$ cat src/rtl/mix_columns_seq.sv
// AES MixColumns / InvMixColumns engine over a registered 128-bit state, COLS_PER_CYCLE columns per clock.
// Latency: out_valid rises LAT = 4/COLS_PER_CYCLE cycles after the accepting edge; bypass keeps the same latency.
// Backpressure: result held in DONE until out_ready; in_ready = IDLE | (DONE & out_ready), so a new block can enter on the drain cycle.
//
// Ports: clk, rst_n (async active-low); in_valid/in_ready/in_data/in_mode/in_bypass input handshake;
//        out_valid/out_ready/out_data output handshake; busy is high while in COMPUTE.
// Column c lives in data[127-32c -: 32], row-0 byte in the MSBs.
// Optional macro MIXCOL_INV_EN: builds the inverse datapath (in_mode=1 selects InvMixColumns).
// Without it in_mode is ignored and only the forward transform exists.
module mix_columns_seq #(
  parameter int COLS_PER_CYCLE = 1
) (
  input  logic         clk,
  input  logic         rst_n,
  input  logic         in_valid,
  output logic         in_ready,
  input  logic [127:0] in_data,
  input  logic         in_mode,
  input  logic         in_bypass,
  output logic         out_valid,
  input  logic         out_ready,
  output logic [127:0] out_data,
  output logic         busy
);

  localparam int LAT = 4 / COLS_PER_CYCLE;
  // Column index of the first column handled in the final compute cycle.
  localparam logic [1:0] LAST_IDX = 2'((LAT - 1) * COLS_PER_CYCLE);
  localparam logic [1:0] STEP     = 2'(COLS_PER_CYCLE);

  if (COLS_PER_CYCLE != 1 && COLS_PER_CYCLE != 2 && COLS_PER_CYCLE != 4) begin : g_bad_cfg
    $error("mix_columns_seq: COLS_PER_CYCLE must be 1, 2 or 4");
  end

  typedef enum logic [1:0] {IDLE, COMPUTE, DONE} state_t;

  state_t       state;
  logic [127:0] work;
  logic [127:0] work_nxt;
  logic [1:0]   col_idx;
  logic         bypass_q;
  logic         accept;

  function automatic logic [7:0] xtime(input logic [7:0] b);
    return {b[6:0], 1'b0} ^ (b[7] ? 8'h1b : 8'h00);
  endfunction

  // r_i = s_i ^ (s0^s1^s2^s3) ^ 2(s_i ^ s_i+1) expands to the 2/3/1/1 matrix row.
  function automatic logic [31:0] mix_fwd(input logic [31:0] s);
    logic [7:0] s0, s1, s2, s3, t;
    s0 = s[31:24]; s1 = s[23:16]; s2 = s[15:8]; s3 = s[7:0];
    t  = s0 ^ s1 ^ s2 ^ s3;
    return {s0 ^ t ^ xtime(s0 ^ s1), s1 ^ t ^ xtime(s1 ^ s2),
            s2 ^ t ^ xtime(s2 ^ s3), s3 ^ t ^ xtime(s3 ^ s0)};
  endfunction

`ifdef MIXCOL_INV_EN
  logic mode_q;

  // InvMixColumns = MixColumns after a pre-step with u = 4(s0^s2), v = 4(s1^s3);
  // shares the forward network instead of a separate 0e/0b/0d/09 multiplier.
  function automatic logic [31:0] inv_pre(input logic [31:0] s);
    logic [7:0] u, v;
    u = xtime(xtime(s[31:24] ^ s[15:8]));
    v = xtime(xtime(s[23:16] ^ s[7:0]));
    return {s[31:24] ^ u, s[23:16] ^ v, s[15:8] ^ u, s[7:0] ^ v};
  endfunction

  function automatic logic [31:0] col_xform(input logic [31:0] s, input logic inv);
    return mix_fwd(inv ? inv_pre(s) : s);
  endfunction
`else
  // Forward-only build: the mode input stays on the interface but has no effect.
  logic unused_mode;
  assign unused_mode = in_mode;

  function automatic logic [31:0] col_xform(input logic [31:0] s);
    return mix_fwd(s);
  endfunction
`endif

  assign in_ready = (state == IDLE) | ((state == DONE) & out_ready);
  assign accept   = in_valid & in_ready;
  assign out_data = work;
  assign busy     = (state == COMPUTE);

  // Transform the columns in the current window; bypass leaves them as-is.
  always_comb begin
    logic [1:0] rel;
    rel      = 2'd0;
    work_nxt = work;
    for (int c = 0; c < 4; c++) begin
      rel = 2'(c) - col_idx;
      if (int'(rel) < COLS_PER_CYCLE && !bypass_q) begin
`ifdef MIXCOL_INV_EN
        work_nxt[127-32*c -: 32] = col_xform(work[127-32*c -: 32], mode_q);
`else
        work_nxt[127-32*c -: 32] = col_xform(work[127-32*c -: 32]);
`endif
      end
    end
  end

  always_ff @(posedge clk or negedge rst_n) begin
    if (!rst_n) begin
      state     <= IDLE;
      work      <= '0;
      col_idx   <= 2'd0;
      bypass_q  <= 1'b0;
      out_valid <= 1'b0;
`ifdef MIXCOL_INV_EN
      mode_q    <= 1'b0;
`endif
    end else begin
      unique case (state)
        IDLE: begin
          if (accept) state <= COMPUTE;
        end
        COMPUTE: begin
          if (col_idx == LAST_IDX) begin
            state     <= DONE;
            out_valid <= 1'b1;
          end
        end
        DONE: begin
          if (out_ready) begin
            out_valid <= 1'b0;
            state     <= in_valid ? COMPUTE : IDLE;
          end
        end
        default: state <= IDLE;
      endcase

      // Mode/bypass are captured only here, so mid-block input changes are ignored.
      if (accept) begin
        work     <= in_data;
        bypass_q <= in_bypass;
        col_idx  <= 2'd0;
`ifdef MIXCOL_INV_EN
        mode_q   <= in_mode;
`endif
      end else if (state == COMPUTE) begin
        work    <= work_nxt;
        col_idx <= col_idx + STEP;
      end
    end
  end

endmodule

$ cat config.mk
export PLATFORM = sky130hd
export DESIGN_NAME = mix_columns_seq
export DESIGN_NICKNAME = d
export VERILOG_FILES = /design/src/rtl/mix_columns_seq.sv
export SDC_FILE = /design/constraint.sdc
export NUM_CORES = 1
export LEC_CHECK = 0
export ABC_CLOCK_PERIOD_IN_PS = 1750
export BUFFER_PORTS_ARGS = -buffer_cell sky130_fd_sc_hd__buf_2
export CAP_MARGIN = 20
export CORE_MARGIN = 8
export CORE_UTILIZATION = 48
export CTS_CLUSTER_SIZE = 12
export DETAILED_ROUTE_END_ITERATION = 16
export PLACE_DENSITY_LB_ADDON = 0.08
export SYNTH_ARGS = -nofsm -noshare
export SYNTH_HDL_FRONTEND = slang
export SYNTH_SLANG_ARGS = --single-unit
$ cat constraint.sdc
create_clock -name clk -period 1.75 [get_ports clk]
set_input_delay 0.4375 -clock clk [delete_from_list [all_inputs] [get_ports clk]]
set_output_delay 0.4375 -clock clk [all_outputs]
set_load 0.05 [all_outputs]
; Yosys cells after proc, flatten, opt, wreduce, memory -nomap -nowiden
; Cells that the tools add are included.
[word_totals]
ff_bits = 134
inputBits = 134
out_inout_bits = 131
elab_cells = 148
[op_classes]
add_sub_neg = 5
magnitude_cmp = 4
eq_ne = 6
mux = 32
n_bitwise = 75
reduce_logical = 18
[ops]
columns = cell, count
row1 = $xor A8 B8 Y8, 56
row2 = $mux W128, 2
row3 = $mux W32, 4
row4 = $xor A8 B5 Y8, 16
row5 = $mux W5, 16
row6 = $reduce_bool A2 Y1, 6
row7 = $mux W2, 5
row8 = $lt A2 B1 Y1 const B, 4
row9 = $reduce_and A2 Y1, 4
row10 = $pmux W2 S3, 1
row11 = $reduce_and A3 Y1, 2
row12 = $eq A2 B2 Y1 const B, 2
row13 = $logic_and A1 B1 Y1, 4
row14 = $ne A2 B2 Y1 const B, 2
row15 = $sub A1 B2 Y2 const A, 2
row16 = $sub A2 B2 Y2 const A, 2
row17 = $mux W1, 3
row18 = $add A2 B1 Y2 const B, 1
row19 = $and A1 B1 Y1, 2
row20 = $eq A2 B1 Y1 const B, 1
row21 = $logic_not A2 Y1, 1
row22 = $ne A2 B1 Y1 const B, 1
row23 = $pmux W1 S2, 1
row24 = $logic_not A1 Y1, 1
row25 = $or A1 B1 Y1, 1

; Depth between registers and ports, before layout
[depth]
ltp_word = 8
mapped_depth = 7
ltp_nobuf = 6

; Least setup slack after synthesis
; OpenSTA, ideal clock, no wires.
[synth_path]
path_kind = register -> register
start = register work[47] (netlist: out_data[47])
end = register work[51] (netlist: out_data[51])
setup_time_ps = 76
arrival_ps = 1766
t_required_ps = 1674
path_slack_ps = -93
stages_incl_launch_ff = 6
period_less_slack_ps = 1843
path_cell_list = dfrtp_1 buf_2 xor2_2 xnor2_1 xnor3_1 o21ai_1
[synth_between]
elab_chain_len = 7
[synth_lines]
columns = item, line
row1 = from (decl), 38  ; logic [127:0] work;
row2 = from (signal assigned), 136  ; work <= in_data;
row3 = from (signal assigned), 143  ; work <= work_nxt;
row4 = $xor A8 B8 Y8, 53  ; return {s0 ^ t ^ xtime(s0 ^ s1), s1 ^ t ^ xtime(s1 ^ s2),
row5 = $mux W5, 45  ; return {b[6:0], 1'b0} ^ (b[7] ? 8'h1b : 8'h00);
row6 = $xor A8 B5 Y8, 45
row7 = $xor A8 B8 Y8, 53
row8 = $mux W32, 94  ; if (int'(rel) < COLS_PER_CYCLE && !bypass_q) begin
row9 = $mux W128, 142  ; end else if (state == COMPUTE) begin
row10 = $mux W128, 135  ; if (accept) begin
; No other way between the ends. The select of a mux whose other input is x is not followed.
; A chain may end at the register's enable or synchronous reset.

; Worst setup path in the final report
[layout_path]
start = register state[1]
end = output port in_ready
[layout_between]
elab_chain_len = 3
elab_cells_between_ends = 4
cone_classes = 1 x eq/ne / 2 x bitwise / 1 x reduce/logical
[layout_lines]
columns = item, line
row1 = from (decl), 37  ; state_t state;
row2 = from (signal assigned), 128  ; state <= in_valid ? COMPUTE : IDLE;
row3 = $eq A2 B2 Y1, 82  ; assign in_ready = (state == IDLE) | ((state == DONE) & out_ready);
row4 = $and A1 B1 Y1, 82
row5 = $or A1 B1 Y1 (*), 82
row6 = to (decl), 16  ; output logic in_ready,
; Every way passes the cells marked *; elsewhere a longest branch is shown, timed or not.

==> summary.md <==
| Metric | Value |
|---|---|
| Status | finished, violations left |
| Failing checks | setup timing |
| Critical-path cell list | nand2b_4, nor2b_4, buf_8 |
| R2r endpoint | out_data[95]$_DFFE_PN0P_ |
| Critical path endpoint category | output pin |
| Total core area | just under 0.02 mm² |
| Max FO, Critical Path | 7 |
| Synth top area share | between 30% and 40% |
| Max Root-Sink Buffers | 2 |
| Max Freq | between 0.5 and 0.6 GHz |
| Most used flip-flop cell after synthesis | dfrtp_1 |
| First-pass GRT wire length | approximately 43000 µm |
| Register-to-register setup slack | about 0.030 ns |
| Largest net degree at the start of global routing | 47 |
| RePlAce Congestion | 0.829 |
| Drt drc | 0 |
| Async set or reset register ratio after synthesis | between 90% and 100% |
| Synth Area in Compound Gates | 17.6% |
| Simple-gate share of the synthesized area | 1.70% |
| Final setup viols | 1 |
| Post-route ant nets | 0 |
| Worst skew pair latency | ~0.43 ns |
| Fin crit share | 100% |
| Post-synth top cells | xnor2_1 (286), dfrtp_1 (134), xor2_1 (124) |
| Slew Viols, Final | 0 |
| CP startpoint kind | flip-flop |
| Class of the worst hold path | in2reg |
| WP data arrival | between 1 and 1.5 ns |
| FILL cells | 1679 |
| Vias | approximately 7.9k |
| Setup WS post-layout | -0.00840 ns |
| Synth Area per Inst | 10.3 µm² |
| Diodes inserted | 0 |
| Die Y | around 160 µm |
| Post-route minimum period | 1.76 ns |
| CTS clock-pin slew for the worst setup and hold paths | about 0.060 ns |
| H-tree Lvls | 4 |
| Multiplexer share of the synthesized area | 0% |
| R2R depth | 7 |
| Number of stages on the worst setup path | 3 |
| Die width | 155 µm |
| Post-synth top area cell | dfrtp_1 |
| Mapped Cells | 901 |
| Vias in the first global route | approximately 8k |
| WL met3 | between 1500 and 2000 µm |
| GRT overflow | 0 |
| Worst min-delay path startpoint | in_bypass |
| WP data required | about 1.3 ns |
| Row cnt | between 50 and 60 |
| Worst rel slew slack | 63.3% |
| Max-cap viol count | 0 |
| Crit-path max cell delay | 0.48 ns |
| DR WL met2 | between 10000 and 15000 µm |
| Layout cells sized above 1 | roughly 34% |
| Die area | roughly 0.024 mm² |
| Main combinational cell family by area after synthesis | XOR/XNOR gates |
| TritonCTS Sinks | approximately 130 |
| Area Overhead vs Synth | 34.3% |
| Count of input and output buffers | around 260 |
| Slew @ Worst Pin | 0.548 ns |
| Initial antenna violation count | 1 |
| Buf/Inv on CP | 1 |
| Worst Skew | 0.0152 ns |
| TritonCTS buffer count | 17 |
| Initial detailed-routing violation count | around 440 |
| Starting density of the core | about half |
| Largest cells by area after synthesis | dfrtp_1 (36%), xnor2_1 (27%), xor2_1 (12%) |
| Top Ports | 265 |
| Top sig layer | met5 |
| Register area share after synthesis | 36.0% |
| Post-synth EDFFs | 0 |
| Netlist cell types | 31 |
| Yosys warnings | 0 |
| Final hold violation count | 0 |
| Fin nets | 1351 |
| RSZ-0062 raised after global routing | true |
| Slowest CP cell | dfrtp_2 |
| GRT Overall Usage | a little over a fifth |
| Count leader, synth | xnor2_1 |
| CTS tree | built |
| Register area | between 0.003 and 0.004 mm² |
| Final setup TNS | -0.00840 ns |
| Multi-input gate area | roughly 0.0060 mm² |
| Post-DP HPWL | between 15000 and 20000 µm |
| Routed Wire Length | roughly 27000 µm |
| 1st-pass router iterations | 5 |
| Critical path launch point | state[1]$_DFFE_PN0P_ |
| Synth Area in Adders | 0.671% |
| Largest delay share family, worst path | flip-flops |
| WL met1 | between 10000 and 15000 µm |
| CP endpoint | in_ready |
| Synth Register Bits | roughly 130 |
| Worst flop-to-flop path startpoint | col_idx[0]$_DFFE_PN0P_ |
| Netlist Area Pre-Place | between 0.009 and 0.01 mm² |
| Setup Crit Path Kind | reg2out |
| Syn nets | around 1.0k |
| Post-synthesis xor/xnor area fraction | between 40 and 50% |
| WL/cell | between 15 and 20 µm |
| Vias per inst | between 5 and 6 |
| Clock Tree Root | clkbuf_16 |
metrics by stage:
step | instances | setup WS (ns) | utilization [%] | hold WS (ns) | instance area (µm²)
6_report | 1490 | -0.00840 | 65.0 | 0.210 | 12500
5_1_grt | 1490 | -0.0584 | 65.0 | 0.202 | 12500
4_1_cts | 1476 | -0.0454 | 62.6 | 0.194 | 12100
3_5_place_dp | 1442 | -0.00220 | 59.1 | 0.348 | 11400
3_3_place_gp | 1442 | -0.0378 | 59.1 | 0.344 | 11400
2_1_floorplan | 901 | 0.00562 | - | 0.142 | 9330
placed cells by master, fill, tap and decap left out, drive strengths merged:
master	count
nand2b	2
nand2	12
buf	324
xnor3	5
bufinv	3
dlygate4sd3	1
xnor2	293
o22ai	28
nor4bb	1
xor3	1
and2	1
xor2	128
dfrtp	134
clkbuf	29
a22oi	92
clkinvlp	3
o21a	3
a21o	6
a21oi	33
and4bb	2
nor3b	1
o21ai	92
nor2	6
o22a	3
clkinv	4
a22o	6
ha	5
inv	3
nor2b	4
state kept, by name, summed over array words and instances (netlist names):
register	flops
bypass_q	1
col_idx	2
out_data	128
out_valid	1
state	2
worst register-to-register path, cell delays in order, from the launching register on:
cell	delay, ns
dfrtp_1	0.41
buf_6	0.15
ha_4	0.14
and4bb_2	0.24
a21oi_4	0.27
clkbuf_16	0.24
a22o_1	0.13
a21o_1	0.08
per-layer routing:
metal  GRT usage (%)  vias to the layer above
li1                -                     3742
met1            28.0                     3865
met2            36.0                      232
met3            5.08                       31
met4            7.07                        2
met5               0                        -
cell families (layout without fill, tap and decap cells):
kind of cell,count (synthesis),count (layout)
XOR/XNOR,427,427
AO/OA/AOI/OAI,263,263
buffers and inverters,43,367
flip-flops,134,134
adder cells (fa/ha/maj),5,5
AND/OR/NAND/NOR,29,29
repair_timing:
item                                   in CTS  in global routing
pin swaps                                   0                  7
endpoints found under the hold margin      27                  0
gates resized for setup                    11                 75
hold buffers                                1                  0
setup endpoints to repair                   8                 83
cloned                                      0                  6
buffers inserted                            1                  8
worst min path at each step:
stage                                    endpoint  slack, ns  depth (start not counted)
final                        bypass_q$_DFFE_PN0P_       0.21                          3
after CTS                    bypass_q$_DFFE_PN0P_       0.19                          3
after global placement    out_data[2]$_DFFE_PN0P_       0.34                          1
after floorplan              bypass_q$_DFFE_PN0P_       0.14                          0
after detailed placement  out_data[2]$_DFFE_PN0P_       0.35                          1
after global routing         bypass_q$_DFFE_PN0P_       0.20                          3
cell type report:
class	instances	area share [%]
repair buffers	333	17.3
clock buffers	21	3.68
multi-input cells	724	48.3
clock inverters	11	1.19
flip-flops and latches	134	26.8
well taps	265	2.65
inverters	2	0.0600
Power is not shown: default switching activity piles up to over one toggle a cycle in this logic, so the estimate is an artifact.
